[src/rtl/hazard_pkg.sv]
// Shared types and constants for the pipeline hazard control slice.
package hazard_pkg;

    localparam int REG_ADDR_W_DEF = 5;

    typedef logic [REG_ADDR_W_DEF-1:0] reg_idx_t;

    typedef enum logic {
        HZ_RUN,
        HZ_LU_STALL
    } hz_state_t;

    localparam reg_idx_t REG_ZERO = '0;

endpackage

[src/rtl/sat_counter.sv]
// Saturating up-counter with synchronous clear; clear takes priority over increment.
module sat_counter #(
    parameter int CNT_W = 32
) (
    input  logic             clk,
    input  logic             rst_n,
    input  logic             clr,
    input  logic             inc,
    output logic [CNT_W-1:0] count
);

    // NOTE: sequential state is always written with non-blocking assignments so every
    // register samples pre-edge values regardless of process ordering.
    always_ff @(posedge clk) begin
        if (!rst_n) begin
            count <= '0;
        end else if (clr) begin
            count <= '0;
        end else if (inc && (count != '1)) begin
            count <= count + CNT_W'(1);
        end
    end

endmodule

[src/rtl/hazard_ctrl_unit.sv]
// Load-use / branch-flush / memory-freeze hazard controller for the 5-stage RV32 pipeline.
module hazard_ctrl_unit
    import hazard_pkg::*;
#(
    parameter int REG_ADDR_W     = 5,
    parameter int LOAD_USE_STALL = 1,
    parameter int CNT_W          = 32
) (
    input  logic                  clk,
    input  logic                  rst_n,
    input  logic                  id_ex_mem_read,
    input  logic [REG_ADDR_W-1:0] id_ex_rd,
    input  logic [REG_ADDR_W-1:0] if_id_rs1,
    input  logic [REG_ADDR_W-1:0] if_id_rs2,
    input  logic                  if_id_rs1_used,
    input  logic                  if_id_rs2_used,
    input  logic                  ex_branch_taken,
    input  logic                  dmem_busy,
    input  logic                  stat_clr,
    output logic                  pc_write,
    output logic                  if_id_write,
    output logic                  id_ex_write,
    output logic                  ex_mem_write,
    output logic                  control_mux_sig,
    output logic                  if_id_flush,
    output logic                  id_ex_flush,
    output logic [CNT_W-1:0]      stall_cycles
);

    localparam int SL_W = $clog2(LOAD_USE_STALL + 1);

    hz_state_t       state_q, state_d;
    logic [SL_W-1:0] stall_left_q, stall_left_d;
    logic            hz;

    assign hz = id_ex_mem_read
              && (id_ex_rd != REG_ADDR_W'(REG_ZERO))
              && ((if_id_rs1_used && (id_ex_rd == if_id_rs1))
               || (if_id_rs2_used && (id_ex_rd == if_id_rs2)));

    // NOTE: reset is synchronous, so it is sampled only on the rising clock edge.
    always_ff @(posedge clk) begin
        if (!rst_n) begin
            state_q      <= HZ_RUN;
            stall_left_q <= '0;
        end else begin
            state_q      <= state_d;
            stall_left_q <= stall_left_d;
        end
    end

    always_comb begin
        // NOTE: every output and next-state term gets a default first so no path infers a latch.
        pc_write        = 1'b1;
        if_id_write     = 1'b1;
        id_ex_write     = 1'b1;
        ex_mem_write    = 1'b1;
        control_mux_sig = 1'b0;
        if_id_flush     = 1'b0;
        id_ex_flush     = 1'b0;
        state_d         = state_q;
        stall_left_d    = stall_left_q;

        if (!rst_n) begin
            pc_write        = 1'b0;
            if_id_write     = 1'b0;
            id_ex_write     = 1'b0;
            ex_mem_write    = 1'b0;
            control_mux_sig = 1'b1;
            if_id_flush     = 1'b1;
            id_ex_flush     = 1'b1;
            state_d         = HZ_RUN;
            stall_left_d    = '0;
        end else if (dmem_busy) begin
            // Whole pipe holds; state and any unresolved branch are simply re-seen later.
            pc_write        = 1'b0;
            if_id_write     = 1'b0;
            id_ex_write     = 1'b0;
            ex_mem_write    = 1'b0;
        end else if (ex_branch_taken) begin
            if_id_flush     = 1'b1;
            id_ex_flush     = 1'b1;
            state_d         = HZ_RUN;
            stall_left_d    = '0;
        end else if ((state_q == HZ_LU_STALL) || hz) begin
            pc_write        = 1'b0;
            if_id_write     = 1'b0;
            control_mux_sig = 1'b1;
            if (state_q == HZ_LU_STALL) begin
                // hz is ignored here: EX now holds a bubble, not the load.
                if (stall_left_q == SL_W'(1)) begin
                    state_d      = HZ_RUN;
                    stall_left_d = '0;
                end else begin
                    stall_left_d = stall_left_q - SL_W'(1);
                end
            end else if (LOAD_USE_STALL > 1) begin
                state_d      = HZ_LU_STALL;
                stall_left_d = SL_W'(LOAD_USE_STALL - 1);
            end
        end
    end

    sat_counter #(
        .CNT_W (CNT_W)
    ) u_stall_cnt (
        .clk   (clk),
        .rst_n (rst_n),
        .clr   (stat_clr),
        .inc   (!pc_write),
        .count (stall_cycles)
    );

endmodule
[config.mk]
export PLATFORM = sky130hd
export DESIGN_NAME = hazard_ctrl_unit
export DESIGN_NICKNAME = d
export VERILOG_FILES = /design/src/rtl/hazard_pkg.sv /design/src/rtl/sat_counter.sv /design/src/rtl/hazard_ctrl_unit.sv
export SDC_FILE = /design/constraint.sdc
export NUM_CORES = 1
export LEC_CHECK = 0
export ABC_AREA = 1
export CORE_ASPECT_RATIO = 1.5
export CORE_MARGIN = 2
export CORE_UTILIZATION = 42
export DETAILED_ROUTE_END_ITERATION = 10
export PLACE_DENSITY = 0.71
export SYNTH_ARGS = -nofsm -noshare
export SYNTH_HDL_FRONTEND = slang
export SYNTH_SLANG_ARGS = --single-unit
[constraint.sdc]
create_clock -name clk -period 3.1 [get_ports clk]
set_clock_uncertainty 0.15 [all_clocks]
set_input_delay 0.62 -clock clk [delete_from_list [all_inputs] [get_ports clk]]
set_output_delay 0.62 -clock clk [all_outputs]
set_load 0.05 [all_outputs]
==> flow_summary.toml, run 1 <==
[worst_setup_path]
critPathRequiredTime_ns = 2.33
crit_arrival_ns = 2.14
reg2reg_from = "u_stall_cnt.count[0]"
path_max_fanout = 4
end_kind = "output port"
crit_path_start_kind = "primary input"
crit_start = "id_ex_rd[4]"
worst-setup-path-type = "primary input to output port"

[synth]
ys_warn_count = 0
ys_seq_area_share_pct = 28.7
synth_compound_area_share_pct = 8.23
ys_seq_elements = 34
synth_cell_types = 25
syn_area_sq_um = 2370
synth_edf_count = 0
synth_simple_gate_area_share_pct = 44.0
synth_xor_area_share_pct = 9.23
synth_top_family_by_area = "simple AND/OR/NAND/NOR gates"
muxShareOfSynthArea_pct = 0
synth_fp_nets = 412
synth_area_leaders = "dfxtp_1 (29%), nand2_1 (20%), nand3_1 (8.9%)"
avgSynthCellArea_sq_um = 6.11
ys.flop_type = "dfxtp_1"
yosysMostFrequentCell = "nand2_1"
synth_fa_ha_area_share_pct = 0.527
yosys.area.top_type = "dfxtp_1"
synth_cells = 388
async_flop_share_pct = 0
synth_top_area_share_pct = 28.7
synthTopCellsByCount = "nand2_1 (126), nand3_1 (42), nor2_1 (39)"

[die]
fp-row-count = 33
dieHeight_um = 96.0
core_area_sq_um = 5450
num_io_pins = 62
die_area_sq_um = 6280
die_w_um = 65.4
start_util_pct = 43.5

[final_layout]
diodes = 0
syn_to_final_growth_pct = 32.2
fin_area_sq_um = 3140
fillCellCount = 561
stdcell_count = 518
drive_gt1_share_pct = 6.70
fin_nets = 471

[cts]
root_buffer = "clkbuf_8"
insertion_delay_ns = 0.29
clk_pin_slew_ns = 0.07
clock-sinks = 34
numCtsBuffers = 5
clockBufferDepth = 2
tritoncts = "built"
htree_levels = 2

[placed_design]
place_area_sq_um = 3040
place_hpwl_mm = 5.04
place.gp.congestion = 1.03
portBuffers = 61
dp.cells = 510

[sta]
period_needed_ns = 2.91
fmax_ghz = 0.344
setup_viol_count_final = 0
worst_pin_slew_ns = 0.580
finalMaxSlewViolations = 0
min_period_over_period_pct = 93.8
maxSlewHeadroom_pct = 61.2
rsz0062_at_grt = "false"
hold_violations = 0
setup_tns_ns = 0

[pwr]
power.internal_uw = 674
p_seq_share_pct = 48.1
power.leakage_uw = 0.00121
p_switching_uw = 242
p_clk_share_pct = 37.7
p_per_area_nw_per_um2 = 292
p_total_uw = 916
p_sw_share_pct = 26.4
vdd_drop_max_uv = 191
p_comb_share_pct = 14.2

[route]
vias_per_cell = 5.06
drt-wirelength-per-cell_um = 12.4
drc_errors = 0
wirelength_mm = 6.42
first_pass_iters = 4
drt_iter0_markers = 193
vias = 2621
antenna_left = 0

[grt]
grt_max_degree = 32
gr-total-overflow = 0
grt_use_total_pct = 21.9
grt_first_pass_wirelength_mm = 10.7
grt_pass1_vias = 2361
antenna_found_initial = 0

[hold_path]
hold_class = "flip-flop to flip-flop"
min_from = "state_q"

[run]
cap_violations = 0

[status]
status = "complete, no violations"
final timing paths:
check | endpoint | slack, ns | cells past startpoint
worst min-delay path | state_q | 0.33 | 2
worst max register to register | u_stall_cnt.count[18] | 0.72 | 9
worst min register to register | state_q | 0.33 | 2
worst max-delay path | control_mux_sig | 0.19 | 12
metal layers:
layer | vias to the layer above | wire [um] | track usage [%]
li1 | 1365 | - | -
met5 | - | 0 | 0
met3 | 15 | 304 | 3.86
met4 | 0 | 237 | 12.0
met1 | 1168 | 2500 | 23.7
met2 | 73 | 3380 | 39.9
flip-flops by register name, summed over array words and instances, names as in the netlist:
name	cells
stall_left_q	1
state_q	1
u_stall_cnt.count	32
worst max-delay path: stages:
cell,delay [ns]
clkdlybuf4s50_1,0.53
inv_2,0.05
nand2_1,0.05
nand2_1,0.05
nor2_1,0.11
nand3_1,0.08
nand2_1,0.07
nand2_1,0.04
nand2_1,0.07
nand2_1,0.08
o21ai_1,0.22
buf_12,0.17
per-stage QoR:
step	setup slack, ns	hold WS [ns]	utilization (%)
after floorplan	0.0992	0.296	-
after global placement	0.105	0.319	55.9
after detailed placement	0.0749	0.321	55.9
after CTS	0.0734	0.331	57.5
after global routing	0.0282	0.380	57.5
final	0.193	0.335	57.5
power by group through the flow:
stage / Combinational, uW / Clock (uW) / Sequential, uW
after floorplan: 71.1 / 0 / 455
after global placement: 130 / 0 / 451
after detailed placement: 131 / 0 / 451
after CTS: 131 / 350 / 441
after global routing: 141 / 363 / 441
final: 130 / 345 / 441
final cells by class:
cell class | count | area [sq um] | area share (%)
multi-input combinational | 304 | 1470 | 47.0
sequential | 34 | 681 | 21.7
inverter | 36 | 135 | 4.31
clock buffer | 7 | 86.3 | 2.75
clock inverter | 1 | 5.00 | 0.160
tap | 70 | 87.6 | 2.79
timing repair buffer | 66 | 668 | 21.3
logic make-up after synthesis:
family	after synthesis
DFF	34
adders and majority gates	1
AOI/OAI and AO/OA	38
buffers and inverters	50
and+or+nand+nor	240
xor gates and xnor gates	25
layout by cell type (no fill, tap or decap):
cell type,instances
nor2_2,2
clkbuf_8,6
inv_2,4
xor2_1,19
nor3_1,15
clkbuf_1,1
a21oi_1,33
o21ai_0,3
dfxtp_1,34
nand3_1,42
nand3b_1,3
nand3_2,1
nor2_1,38
nor3b_1,3
xnor2_1,6
inv_1,32
o21ai_1,1
nor4_4,1
clkinv_2,1
nand2_2,3
nand4_1,3
clkdlybuf4s50_1,54
ha_1,1
o211a_1,1
nor4_1,3
nand2_1,126
buf_4,9
buf_12,3
what timing repair did:
action	in CTS	in global routing
hold buffers	0	0
endpoints found under the hold margin	0	0
gates resized for setup	0	1
setup endpoints to repair	0	1
setup buffers	0	0
(Power assumes the default switching activity.)
==> run 2, diff against run 1 <==
DONT_BUFFER_PORTS = 1   (was unset)
PLACE_DENSITY = unset   (was 0.71)
SETUP_SLACK_MARGIN = 0.05   (was unset)
==> flow_summary.toml, run 2 (synthesis gave the netlist of run 1 again) <==
[status]
status = "complete, no violations"

[final_layout]
diodes = 0
final_cell_mix = "nand2_1 (126), nand3_1 (42), nor2_1 (38)"
top_regs = "u_stall_cnt.count (32), stall_left_q (1), state_q (1)"
layout_commonest_cell = "nand2_1"
fin_nets = 443
stdcell_count = 489
fin_area_sq_um = 2750
top_register = "u_stall_cnt.count"
drive_gt1_share_pct = 13.1
syn_to_final_growth_pct = 16.1
largest_reg_flops = 32

[worst_setup_path]
crit_path_start_kind = "primary input"
rrSetupSlack_ns = 0.73
reg2reg_to = "u_stall_cnt.count[2]"
end_kind = "output port"
worst-setup-path-type = "primary input to output port"
crit_arrival_ns = 1.64
critPathRequiredTime_ns = 2.33
rr_worst_depth = 9
path_max_fanout = 4
reg2reg_from = "u_stall_cnt.count[1]"

[cts]
root_buffer = "clkbuf_8"
clock-sinks = 34
htree_levels = 2
clk_pin_slew_ns = 0.07
numCtsBuffers = 5
ctsResizeCount = 0
insertion_delay_ns = 0.29
clockBufferDepth = 2
cts_setup_buffers = 0
tritoncts = "built"
cts_hold_buf = 0

[hold_path]
hold_class = "primary input to flip-flop"
hold_depth = 1
min_from = "rst_n"
hold_end = "stall_left_q"

[route]
vias_per_cell = 5.20
first_pass_iters = 4
drc_errors = 0
antenna_left = 0
wirelength_mm = 6.60
vias = 2544
drt-wirelength-per-cell_um = 13.5
drt_iter0_markers = 201

[sta]
finalMaxSlewViolations = 0
period_needed_ns = 2.41
setup_viol_count_final = 0
fmax_ghz = 0.415
maxSlewHeadroom_pct = 32.8
rsz0062_at_grt = "false"
hold_violations = 0
setup_tns_ns = 0
min_period_over_period_pct = 77.8
worst_pin_slew_ns = 1.01

[die]
dieHeight_um = 96.0
die_area_sq_um = 6280
core_area_sq_um = 5450
fp-row-count = 33
num_io_pins = 62
die_w_um = 65.4
start_util_pct = 43.5

[grt]
grt-busiest-layer = "met2"
met3_usage_pct = 5.15
gr-total-overflow = 0
use_met2_pct = 41.2
grt_first_pass_wirelength_mm = 10.9
grt_pass1_vias = 2460
antenna_found_initial = 0
grt.met1_usage_pct = 22.9
grt_max_degree = 32
grt_use_total_pct = 22.2

[placed_design]
place_hpwl_mm = 5.19
portBuffers = 0
dp.cells = 482
place.gp.congestion = 0.935
place_area_sq_um = 2680

[pwr]
vdd_drop_max_uv = 173
p_per_area_nw_per_um2 = 306
power.leakage_uw = 0.00114
p_total_uw = 841

[run]
cap_violations = 0
## run 2: worst max path at each step
stage / cells past startpoint / startpoint / slack, ns / endpoint
floorplan: 10 / id_ex_rd[0] / 0.1 / control_mux_sig
global placement: 14 / id_ex_rd[2] / 0.65 / u_stall_cnt.count[11]
detailed placement: 14 / id_ex_rd[2] / 0.59 / u_stall_cnt.count[28]
CTS: 11 / id_ex_rd[2] / 0.66 / control_mux_sig
global route: 9 / u_stall_cnt.count[16] / 0.46 / u_stall_cnt.count[2]
finish: 11 / id_ex_rd[2] / 0.69 / control_mux_sig
## run 2: through the flow
step                      setup slack (ns)  utilization (%)  hold slack, ns
after floorplan                     0.0992                -           0.296
after global placement               0.647             49.1           0.329
after detailed placement             0.588             49.1           0.328
after CTS                            0.663             50.5           0.317
after global routing                 0.458             50.5           0.319
final                                0.689             50.5           0.318
## run 2: critical path, cell delays in order
cell     delay [ns]
inv_1          0.06
nand2_1        0.06
nand2_1        0.05
nor2_1         0.12
nand3_1        0.08
nand2_1        0.07
nand2_1        0.04
nand2_1        0.07
nand2_1        0.07
o21ai_0        0.17
buf_4          0.23
## run 2: metal layers
metal | vias up | wire length [um]
li1 | 1305 | -
met1 | 1142 | 2520
met2 | 80 | 3450
met3 | 17 | 409
met4 | 0 | 215
met5 | - | 0
## run 2: layout make-up
| class | instances | area, sq um |
|---|---|---|
| clock buffer | 7 | 76.3 |
| fill | 611 | 2700 |
| inverter | 36 | 135 |
| multi-input combinational | 304 | 1480 |
| sequential | 34 | 681 |
| tap | 70 | 87.6 |
| timing repair buffer | 38 | 298 |
## run 2: where the power goes
part           switching, uW  total, uW  internal (uW)
clock network            157        312            155
logic                   65.5       89.5           23.9
registers               1.12        440            439
